$ cat src/rtl/fp16_pkg.sv
// Shared FP16 definitions for the sequential multiplier and its sibling
// FP ALU blocks: field layout, constants, FSM states and flag positions.
package fp16_pkg;

    localparam int EXP_W     = 5;
    localparam int FRAC_W    = 10;
    localparam int BIAS      = 15;
    localparam int EXP_MAX   = 31;
    localparam int SIG_W     = FRAC_W + 1;   // significand with hidden one
    localparam int PROD_W    = 2 * SIG_W;    // full significand product
    localparam int EXP_INT_W = 7;            // signed working exponent

    localparam logic [15:0] QNAN = 16'h7FFF;

    localparam int FLAG_W         = 3;
    localparam int FLAG_INVALID   = 2;
    localparam int FLAG_OVERFLOW  = 1;
    localparam int FLAG_UNDERFLOW = 0;

    typedef struct packed {
        logic              sign;
        logic [EXP_W-1:0]  exp;
        logic [FRAC_W-1:0] frac;
    } fp16_t;

    typedef enum logic [1:0] {
        IDLE,
        MULT,
        NORM,
        DONE
    } state_t;

endpackage

$ cat src/rtl/fp16_classify.sv
// Combinational FP16 operand classifier (zero / inf / NaN); denormals are
// reported as zero so downstream datapaths can flush them.
module fp16_classify
    import fp16_pkg::*;
(
    input  logic [EXP_W-1:0]  exp_field,
    input  logic [FRAC_W-1:0] frac_field,
    output logic              is_zero,
    output logic              is_inf,
    output logic              is_nan
);

    logic exp_all_ones;

    assign exp_all_ones = &exp_field;
    assign is_zero      = (exp_field == '0);
    assign is_inf       = exp_all_ones && (frac_field == '0);
    assign is_nan       = exp_all_ones && (frac_field != '0);

endmodule

$ cat src/rtl/fp16_mul_seq.sv
// Sequential FP16 multiplier: radix-2 shift-add significand product, one bit
// per cycle, valid/ready on both sides. Define FP16_MUL_RNE_EN for RNE rounding.
module fp16_mul_seq
    import fp16_pkg::*;
#(
    parameter logic [15:0] QNAN_VALUE = QNAN,
    parameter int          CNT_W      = 4
) (
    input  logic              clk,
    input  logic              rst_n,
    input  logic              in_valid,
    output logic              in_ready,
    input  logic [15:0]       a,
    input  logic [15:0]       b,
    output logic              out_valid,
    input  logic              out_ready,
    output logic [15:0]       out,
    output logic [FLAG_W-1:0] flags
);

    localparam logic [CNT_W-1:0]            LAST_CNT = CNT_W'(SIG_W - 1);
    localparam logic signed [EXP_INT_W-1:0] EXP_OVF  = EXP_INT_W'(EXP_MAX);
    localparam logic signed [EXP_INT_W-1:0] EXP_BIAS = EXP_INT_W'(BIAS);
    localparam logic signed [EXP_INT_W-1:0] EXP_ONE  = EXP_INT_W'(1);
    localparam logic signed [EXP_INT_W-1:0] EXP_ZERO = '0;

    state_t state, state_next;

    fp16_t op_a, op_b;
    logic  zero_a, inf_a, nan_a;
    logic  zero_b, inf_b, nan_b;
    logic  accept, res_sign, special;
    logic [15:0]       special_out;
    logic [FLAG_W-1:0] special_flags;

    logic                        sign_r;
    logic [SIG_W-1:0]            ma, mb;
    logic [PROD_W-1:0]           acc;
    logic [CNT_W-1:0]            cnt;
    logic signed [EXP_INT_W-1:0] exp_r;

    logic [FRAC_W-1:0]           frac_t, frac_f;
    logic signed [EXP_INT_W-1:0] exp_n, exp_f;
    logic [15:0]                 norm_out;
    logic [FLAG_W-1:0]           norm_flags;
`ifdef FP16_MUL_RNE_EN
    logic             guard, sticky;
    logic [SIG_W:0]   sig_rnd;
`endif

    assign op_a = a;
    assign op_b = b;

    fp16_classify u_class_a (
        .exp_field  (op_a.exp),
        .frac_field (op_a.frac),
        .is_zero    (zero_a),
        .is_inf     (inf_a),
        .is_nan     (nan_a)
    );

    fp16_classify u_class_b (
        .exp_field  (op_b.exp),
        .frac_field (op_b.frac),
        .is_zero    (zero_b),
        .is_inf     (inf_b),
        .is_nan     (nan_b)
    );

    assign in_ready  = (state == IDLE);
    assign out_valid = (state == DONE);
    assign accept    = in_valid && in_ready;
    assign res_sign  = op_a.sign ^ op_b.sign;

    // NOTE: every always_comb output gets a default first so no latch is inferred.
    always_comb begin
        special       = zero_a | zero_b | inf_a | inf_b | nan_a | nan_b;
        special_out   = {res_sign, {(EXP_W + FRAC_W){1'b0}}};
        special_flags = '0;
        if (nan_a || nan_b || (inf_a && zero_b) || (zero_a && inf_b)) begin
            special_out                 = QNAN_VALUE;
            special_flags[FLAG_INVALID] = 1'b1;
        end else if (inf_a || inf_b) begin
            special_out = {res_sign, {EXP_W{1'b1}}, {FRAC_W{1'b0}}};
        end
    end

    always_comb begin
        state_next = state;
        case (state)
            IDLE:    if (accept) state_next = special ? DONE : MULT;
            MULT:    if (cnt == LAST_CNT) state_next = NORM;
            NORM:    state_next = DONE;
            DONE:    if (out_ready) state_next = IDLE;
            default: state_next = IDLE;
        endcase
    end

    always_ff @(posedge clk or negedge rst_n) begin
        if (!rst_n) state <= IDLE;
        else        state <= state_next;
    end

    // Product in [1,4): the top bit selects which 10-bit window is the fraction.
    always_comb begin
        frac_t     = acc[PROD_W-3 -: FRAC_W];
        exp_n      = exp_r;
        if (acc[PROD_W-1]) begin
            frac_t = acc[PROD_W-2 -: FRAC_W];
            exp_n  = exp_r + EXP_ONE;
        end
`ifdef FP16_MUL_RNE_EN
        guard   = acc[PROD_W-1] ? acc[SIG_W-1] : acc[SIG_W-2];
        sticky  = acc[PROD_W-1] ? |acc[SIG_W-2:0] : |acc[SIG_W-3:0];
        sig_rnd = {2'b01, frac_t} + {{SIG_W{1'b0}}, guard & (sticky | frac_t[0])};
        if (sig_rnd[SIG_W]) begin
            frac_f = sig_rnd[FRAC_W:1];
            exp_f  = exp_n + EXP_ONE;
        end else begin
            frac_f = sig_rnd[FRAC_W-1:0];
            exp_f  = exp_n;
        end
`else
        frac_f = frac_t;
        exp_f  = exp_n;
`endif
        norm_out   = {sign_r, exp_f[EXP_W-1:0], frac_f};
        norm_flags = '0;
        if (exp_f >= EXP_OVF) begin
            norm_out                  = {sign_r, {EXP_W{1'b1}}, {FRAC_W{1'b0}}};
            norm_flags[FLAG_OVERFLOW] = 1'b1;
        end else if (exp_f <= EXP_ZERO) begin
            norm_out                   = {sign_r, {(EXP_W + FRAC_W){1'b0}}};
            norm_flags[FLAG_UNDERFLOW] = 1'b1;
        end
    end

    // NOTE: sequential state uses non-blocking assignments only.
    always_ff @(posedge clk or negedge rst_n) begin
        if (!rst_n) begin
            sign_r <= 1'b0;
            ma     <= '0;
            mb     <= '0;
            acc    <= '0;
            cnt    <= '0;
            exp_r  <= '0;
            out    <= '0;
            flags  <= '0;
        end else begin
            case (state)
                IDLE: begin
                    if (accept) begin
                        sign_r <= res_sign;
                        ma     <= {1'b1, op_a.frac};
                        mb     <= {1'b1, op_b.frac};
                        acc    <= '0;
                        cnt    <= '0;
                        exp_r  <= $signed({2'b00, op_a.exp}) + $signed({2'b00, op_b.exp}) - EXP_BIAS;
                        if (special) begin
                            out   <= special_out;
                            flags <= special_flags;
                        end
                    end
                end
                MULT: begin
                    if (mb[cnt]) acc <= acc + (PROD_W'(ma) << cnt);
                    cnt <= cnt + CNT_W'(1);
                end
                NORM: begin
                    out   <= norm_out;
                    flags <= norm_flags;
                end
                default: ;
            endcase
        end
    end

endmodule
$ cat config.mk
export PLATFORM = sky130hd
export DESIGN_NAME = fp16_mul_seq
export DESIGN_NICKNAME = d
export VERILOG_FILES = /design/src/rtl/fp16_pkg.sv /design/src/rtl/fp16_classify.sv /design/src/rtl/fp16_mul_seq.sv
export SDC_FILE = /design/constraint.sdc
export NUM_CORES = 1
export LEC_CHECK = 0
export BUFFER_PORTS_ARGS = -buffer_cell sky130_fd_sc_hd__buf_2
export CORE_MARGIN = 5
export CORE_UTILIZATION = 60
export CTS_CLUSTER_DIAMETER = 120
export DETAILED_ROUTE_END_ITERATION = 10
export GPL_ROUTABILITY_DRIVEN = 1
export PLACE_DENSITY = 0.92
export REMOVE_ABC_BUFFERS = 1
export SLEW_MARGIN = 20
export SYNTH_ARGS = -nofsm -noshare
export SYNTH_HDL_FRONTEND = slang
export SYNTH_SLANG_ARGS = --single-unit
$ cat constraint.sdc
create_clock -name clk -period 4.45 [get_ports clk]
set_input_delay 0 -clock clk [delete_from_list [all_inputs] [get_ports clk]]
set_output_delay 0 -clock clk [all_outputs]
set_load 0.02 [all_outputs]
* Word level (Yosys, flattened, before mapping)
Index checks and enable logic that the tools add are counted.
** Storage, ports and cells
- Register bits :: 77
- Input port bits :: 36
** Cells by class
- Add/sub/neg operators :: 5
- Magnitude comparators :: 3
- Eq/ne operators :: 9
- Shifts and indexed selects :: 1
- Multiplexer cells :: 28
- Bitwise operators :: 6
- Reduce and logical (&&, ||, !) cells :: 27
** Operators with widths (count)
- 16-bit two-way mux :: 3
- 15-bit two-way mux :: 3
- 22-bit two-way mux :: 2
- 22-bit case mux with 2 select lines :: 1
- 16-bit case mux with 2 select lines :: 1
- 22-bit adder :: 1
- 11-bit by 4-bit left shift with 22-bit output :: 1
- 10-bit logical NOT :: 2
- 10-bit nonzero test :: 2
- 5-bit logical NOT :: 2
- 10-bit two-way mux :: 1
- 5-bit AND reduction :: 2
- 3-bit AND reduction :: 3
- 2-bit two-way mux :: 4
- 2-bit case mux with 4 select lines :: 1
- 4-bit case mux with 2 select lines :: 1
- 7-bit by 2-bit adder with 7-bit output, second input constant :: 1
- 7-bit by 6-bit greater-or-equal comparator with 1-bit output, second input constant :: 1
- 7-bit by 1-bit less-or-equal comparator with 1-bit output, second input constant :: 1
- 1-bit logical AND :: 7
- 7-bit two-way mux :: 1
- 6-bit by 4-bit subtractor with 7-bit output, second input constant :: 1
- 5-bit by 5-bit adder with 6-bit output :: 1
- 3-bit two-way mux :: 2
- 17 further kinds :: 34

* Logic depth before layout (Yosys ltp)
- Depth in word-level cells :: 9
- Depth in mapped cells :: 17

* Hierarchy
A second synthesis with hierarchy kept.
** Second synthesis, totals
- Cell total of the unflattened synthesis :: 617
- Area total of the unflattened synthesis :: 5430.2 um^2
** By module, submodules not included
- fp16_mul_seq :: instances 1, cells each 597, area an instance 5320.1 um^2, sequential area each 1901.8 um^2
- fp16_classify :: instances 2, cells each 10, area an instance 55.1 um^2, sequential area each 0.0 um^2

* Least setup slack after synthesis
OpenSTA, ideal clock, no wires.
- Path kind :: register to register
- Start point :: register cnt[1]
- End point :: register acc[21]
- Setup time :: 0.126 ns
- Data arrival time :: 3.274 ns
- Data required time :: 4.324 ns
- Slack :: 1.050 ns
- Stages on the path, launching flop included :: 16
- Path buffers :: 2
- Period minus slack after synthesis :: 3.400 ns
- Cell sequence :: dfrtp_1 > buf_6 > buf_4 > mux2_2 > o21ai_0 > mux2i_1 > nand2_1 > o21ai_0 > ha_1 > and4_4 > and3_1 > a221oi_2 > o311ai_4 > a41oi_2 > xor2_1 > a221o_1
** On the way
- Longest elaborated chain between the ends :: 4
- Elaborated cells on any way between the ends :: 8
- Classes of those cells :: add/sub: 1; eq/ne: 1; shift: 1; mux: 4; reduce/logical: 1
** Ends and longest elaborated chain
- start: declaration :: RTL line fp16_mul_seq.sv:39 : logic [CNT_W-1:0] cnt;
- start signal: assignment :: RTL line fp16_mul_seq.sv:167 : cnt <= cnt + CNT_W'(1);
- 11-bit by 4-bit left shift with 22-bit output / 1-bit binary-select mux with 4-bit select (equally long branches) :: RTL line fp16_mul_seq.sv:166 : if (mb[cnt]) acc <= acc + (PROD_W'(ma) << cnt);
- 22-bit adder / 1-bit two-way mux (equally long branches) :: RTL line fp16_mul_seq.sv:166
- 22-bit two-way mux / 2-bit != test (equally long branches)
- 22-bit case mux with 2 select lines / 3-bit AND reduction (equally long branches)
- end signal: assignment :: RTL line fp16_mul_seq.sv:166
- end: declaration :: RTL line fp16_mul_seq.sv:38 : logic [PROD_W-1:0] acc;
Parallel ways exist; a longest one is shown, timed or not. The select of a mux whose other input is x is not followed.
A chain may end at the register's enable or synchronous reset.

* Final worst setup path
Same ends and word-level chain as after synthesis.

==> reports/qor.csv <==
metric;value;unit
status;complete, no violations;
syn_avg_cell_area;8.95;um2
fmax;261;MHz
grt_pass1_vias;5068;
synth-seq-cells;76;
cts_root_buf;clkbuf_8;
drv_slew;0;
clock_sinks;76;
initial_core_util;60.9;%
die_area;11300;um2
drtIter0Drc;328;
finalNetCount;757;
areaGrowthSynthToFinish;13.1;%
cts_setup_buffers;0;
numCtsBuffers;9;
synth_seq_area_share;34.3;%
path_max_fanout;17;
antenna_cells;0;
cts_resized;0;
drcViolationCount;0;
path_cells;buf_4 > mux2i_1 > mux2i_1 > nand2_1 > o21ai_0 > nor2_1 > a21oi_1 > ha_1 > and4_4 > and3_1 > a221oi_2 > o311ai_4 > a41oi_2 > xor2_1 > a221o_1;
synth_flop_cell;dfrtp_1;
synth_xor_area_share;4.26;%
worst_ep_arrival_time;4.08;ns
grtUsageTotal;25.5;%
cts_buffer_depth;2;
critPathRequiredTime;4.70;ns
crit_path_end_kind;flip-flop;
core;9110;um2
cts_tree;done;
synthArstFlopShare;100;%
cts.htree.levels;3;
die_h;106;um
synth-compound-area-share;18.5;%
total_leakage_power;2.85;nW
period_share;86.2;%
grt-ovfl-total;0;
whs;0.0299;ns
globalplace.congestion;0.986;
synth.yosys.warnings;0;
synth_top_family_by_area;compound AO/OA/AOI/OAI gates;
grt_max_degree;77;
drt_wl_total;13600;um
synthCells;620;
ios;57;
worstSetupStartpointType;flip-flop;
vias;4935;
clock-skew-final;0.0144;ns
grt_pass1_wl;23500;um
ir_worst_vdd;0.420;mV
critPathBufInv;1;
max-slew-margin-rel;37.1;%
ctsHoldBuffers;23;
setup_tns;0;ns
stdcell_count;798;
drtAntennaViolNets;0;
slowest_delay;0.55;ns
ys_types;71;
dp_cells;759;
drt-pass1-iter-count;5;
crit_type;reg2reg;
tightest_slew;0.944;ns
netlist_area;5550;um2
muxShareOfSynthArea;10.9;%
crit_family;compound AO/OA/AOI/OAI gates;
rows;35;
viasPerCell;6.18;
cellPowerDensity;781;nW/um2
clkLatencyLatePin;0.37;ns
fin_crit;3.84;ns
clkTransAtPathRegs;0.08;ns
fillers;679;
antenna_found_initial;0;
layout-drive-gt1-share;21.0;%
wl_per_cell;17.1;um
setup_viol;0;
dp_hpwl;10000;um
synth-edff-count;0;
final_hold_viol_count;0;
drv_cap;0;
cp_common_cell;mux2i_1;
synth-adder-area-share;9.07;%
yosys.area_share.simple;18.2;%
dieWidth;106;um
crit_slowest_cell;dfrtp_1;
io_buffers;56;
holdCritPathClass;in2reg;
rsz0062_at_grt;false;
-- metrics by stage --
step,setup WS [ns],instance area [um2],utilization (%),power (W)
CTS,0.657,6270,68.9,0.00486
floorplan,0.790,5380,-,0.00346
detailed placement,0.698,5810,63.8,0.00421
global placement,0.852,5810,63.8,0.00405
finish,0.614,6270,68.9,0.00490
global route,0.365,6270,68.9,0.00531
-- state kept, by name, indices dropped and copies added (netlist names) --
name    flops
state       2
exp_r       7
mb         10
sign_r      1
cnt         4
ma         11
acc        22
out        16
flags       3
-- power by group --
part           switching (W)  internal [W]  leakage, nW
registers           0.000349       0.00100        0.949
logic                0.00175       0.00118         1.78
clock network       0.000282      0.000337        0.117
total                0.00238       0.00252         2.85
-- area by class of cell --
| class | instances | area [um2] | share of cell area (%) |
|---|---|---|---|
| Inverter | 25 | 93.8 | 1.50 |
| Sequential cell | 76 | 1900 | 30.3 |
| Multi-Input combinational cell | 489 | 3380 | 53.9 |
| Tap cell | 111 | 139 | 2.21 |
| Clock buffer | 10 | 138 | 2.19 |
| Timing Repair Buffer | 81 | 528 | 8.41 |
| Clock inverter | 6 | 95.1 | 1.52 |
-- cell usage in the layout, fill, tap and decap left out, types with 5 or more instances in the layout --
cell | synthesis | final
nand4_1 | 10 | 10
buf_2 | 6 | 55
nor3_1 | 12 | 12
dfrtp_1 | 76 | 76
mux2_2 | 40 | 40
a21o_1 | 6 | 6
a21oi_1 | 40 | 40
ha_1 | 37 | 37
o21ai_0 | 53 | 53
nand2_1 | 86 | 86
a31oi_1 | 5 | 5
dlygate4sd3_1 | 0 | 23
o22ai_1 | 5 | 5
nand2b_1 | 7 | 7
xnor2_1 | 11 | 11
nand3_1 | 10 | 10
nor2b_1 | 8 | 8
inv_1 | 22 | 22
and2_1 | 7 | 7
xor2_1 | 16 | 16
mux2i_1 | 11 | 11
clkbuf_8 | 0 | 10
nor2_1 | 45 | 45
a21oi_2 | 9 | 9
-- worst paths after layout --
check | depth (start not counted) | end | slack (ns) | startpoint
max | 15 | acc[21]$_DFFE_PN0P_ | 0.61 | cnt[1]$_DFFE_PN0P_
min | 3 | cnt[2]$_DFFE_PN0P_ | 0.03 | in_valid
max reg2reg | 15 | acc[21]$_DFFE_PN0P_ | 0.61 | cnt[1]$_DFFE_PN0P_
min reg2reg | 2 | flags[2]$_DFFE_PN0P_ | 0.49 | flags[2]$_DFFE_PN0P_
max in group asynchronous | 2 | out[2]$_DFFE_PN0P_ | 3.52 | rst_n
min in group asynchronous | 2 | ma[5]$_DFFE_PN0P_ | 0.33 | rst_n
-- tightest hold or removal path: cells and delay by family --
family	cells	cell delay, ns
AO/OA/AOI/OAI	1	0.11
AND/OR/NAND/NOR	1	0.08
buffers and inverters	1	0.14
-- synth_stat cells (4+ instances only) --
cell,instances,area [um2]
o22ai_1,5,31.3
xnor2_1,11,96.3
nand2b_1,7,43.8
a21o_1,6,45.0
a31oi_1,5,31.3
mux2_2,40,450
a21oi_1,40,200
buf_2,6,30.0
xor2_1,16,140
and2_1,7,43.8
nor2_1,45,169
nand3_1,10,50.1
clkbuf_1,11,41.3
o21a_1,4,30.0
nand2_1,86,323
dfrtp_1,76,1900
nor4_1,4,25.0
nor3_1,12,60.1
ha_1,37,463
or4_1,4,30.0
nor2b_1,8,50.1
nand4_1,10,62.6
a21oi_2,9,78.8
buf_1,4,15.0
or3_1,4,25.0
o211ai_1,4,30.0
nor2_2,4,25.0
mux2i_1,11,110
inv_1,22,82.6
o21ai_0,53,265
-- routing by layer --
metal / vias up / share of wire (%) / routed length, um / global-route usage (%)
li1: 2344 / - / - / -
met1: 2349 / 40 / 5420 / 30.6
met2: 199 / 51 / 7000 / 45.3
met3: 43 / 5.9 / 798 / 4.98
met4: 0 / 2.9 / 399 / 9.25
met5: - / 0 / 0 / 0
-- cell families (layout without fill, tap and decap cells) --
family | after synthesis | count (layout)
DFF | 76 | 76
buffers and inverters | 55 | 122
muxes | 53 | 53
adders and majority gates | 39 | 39
xor gates and xnor gates | 27 | 27
AOI/OAI and AO/OA | 157 | 157
and+or+nand+nor | 213 | 213
Power figures use the tool's default switching activity.
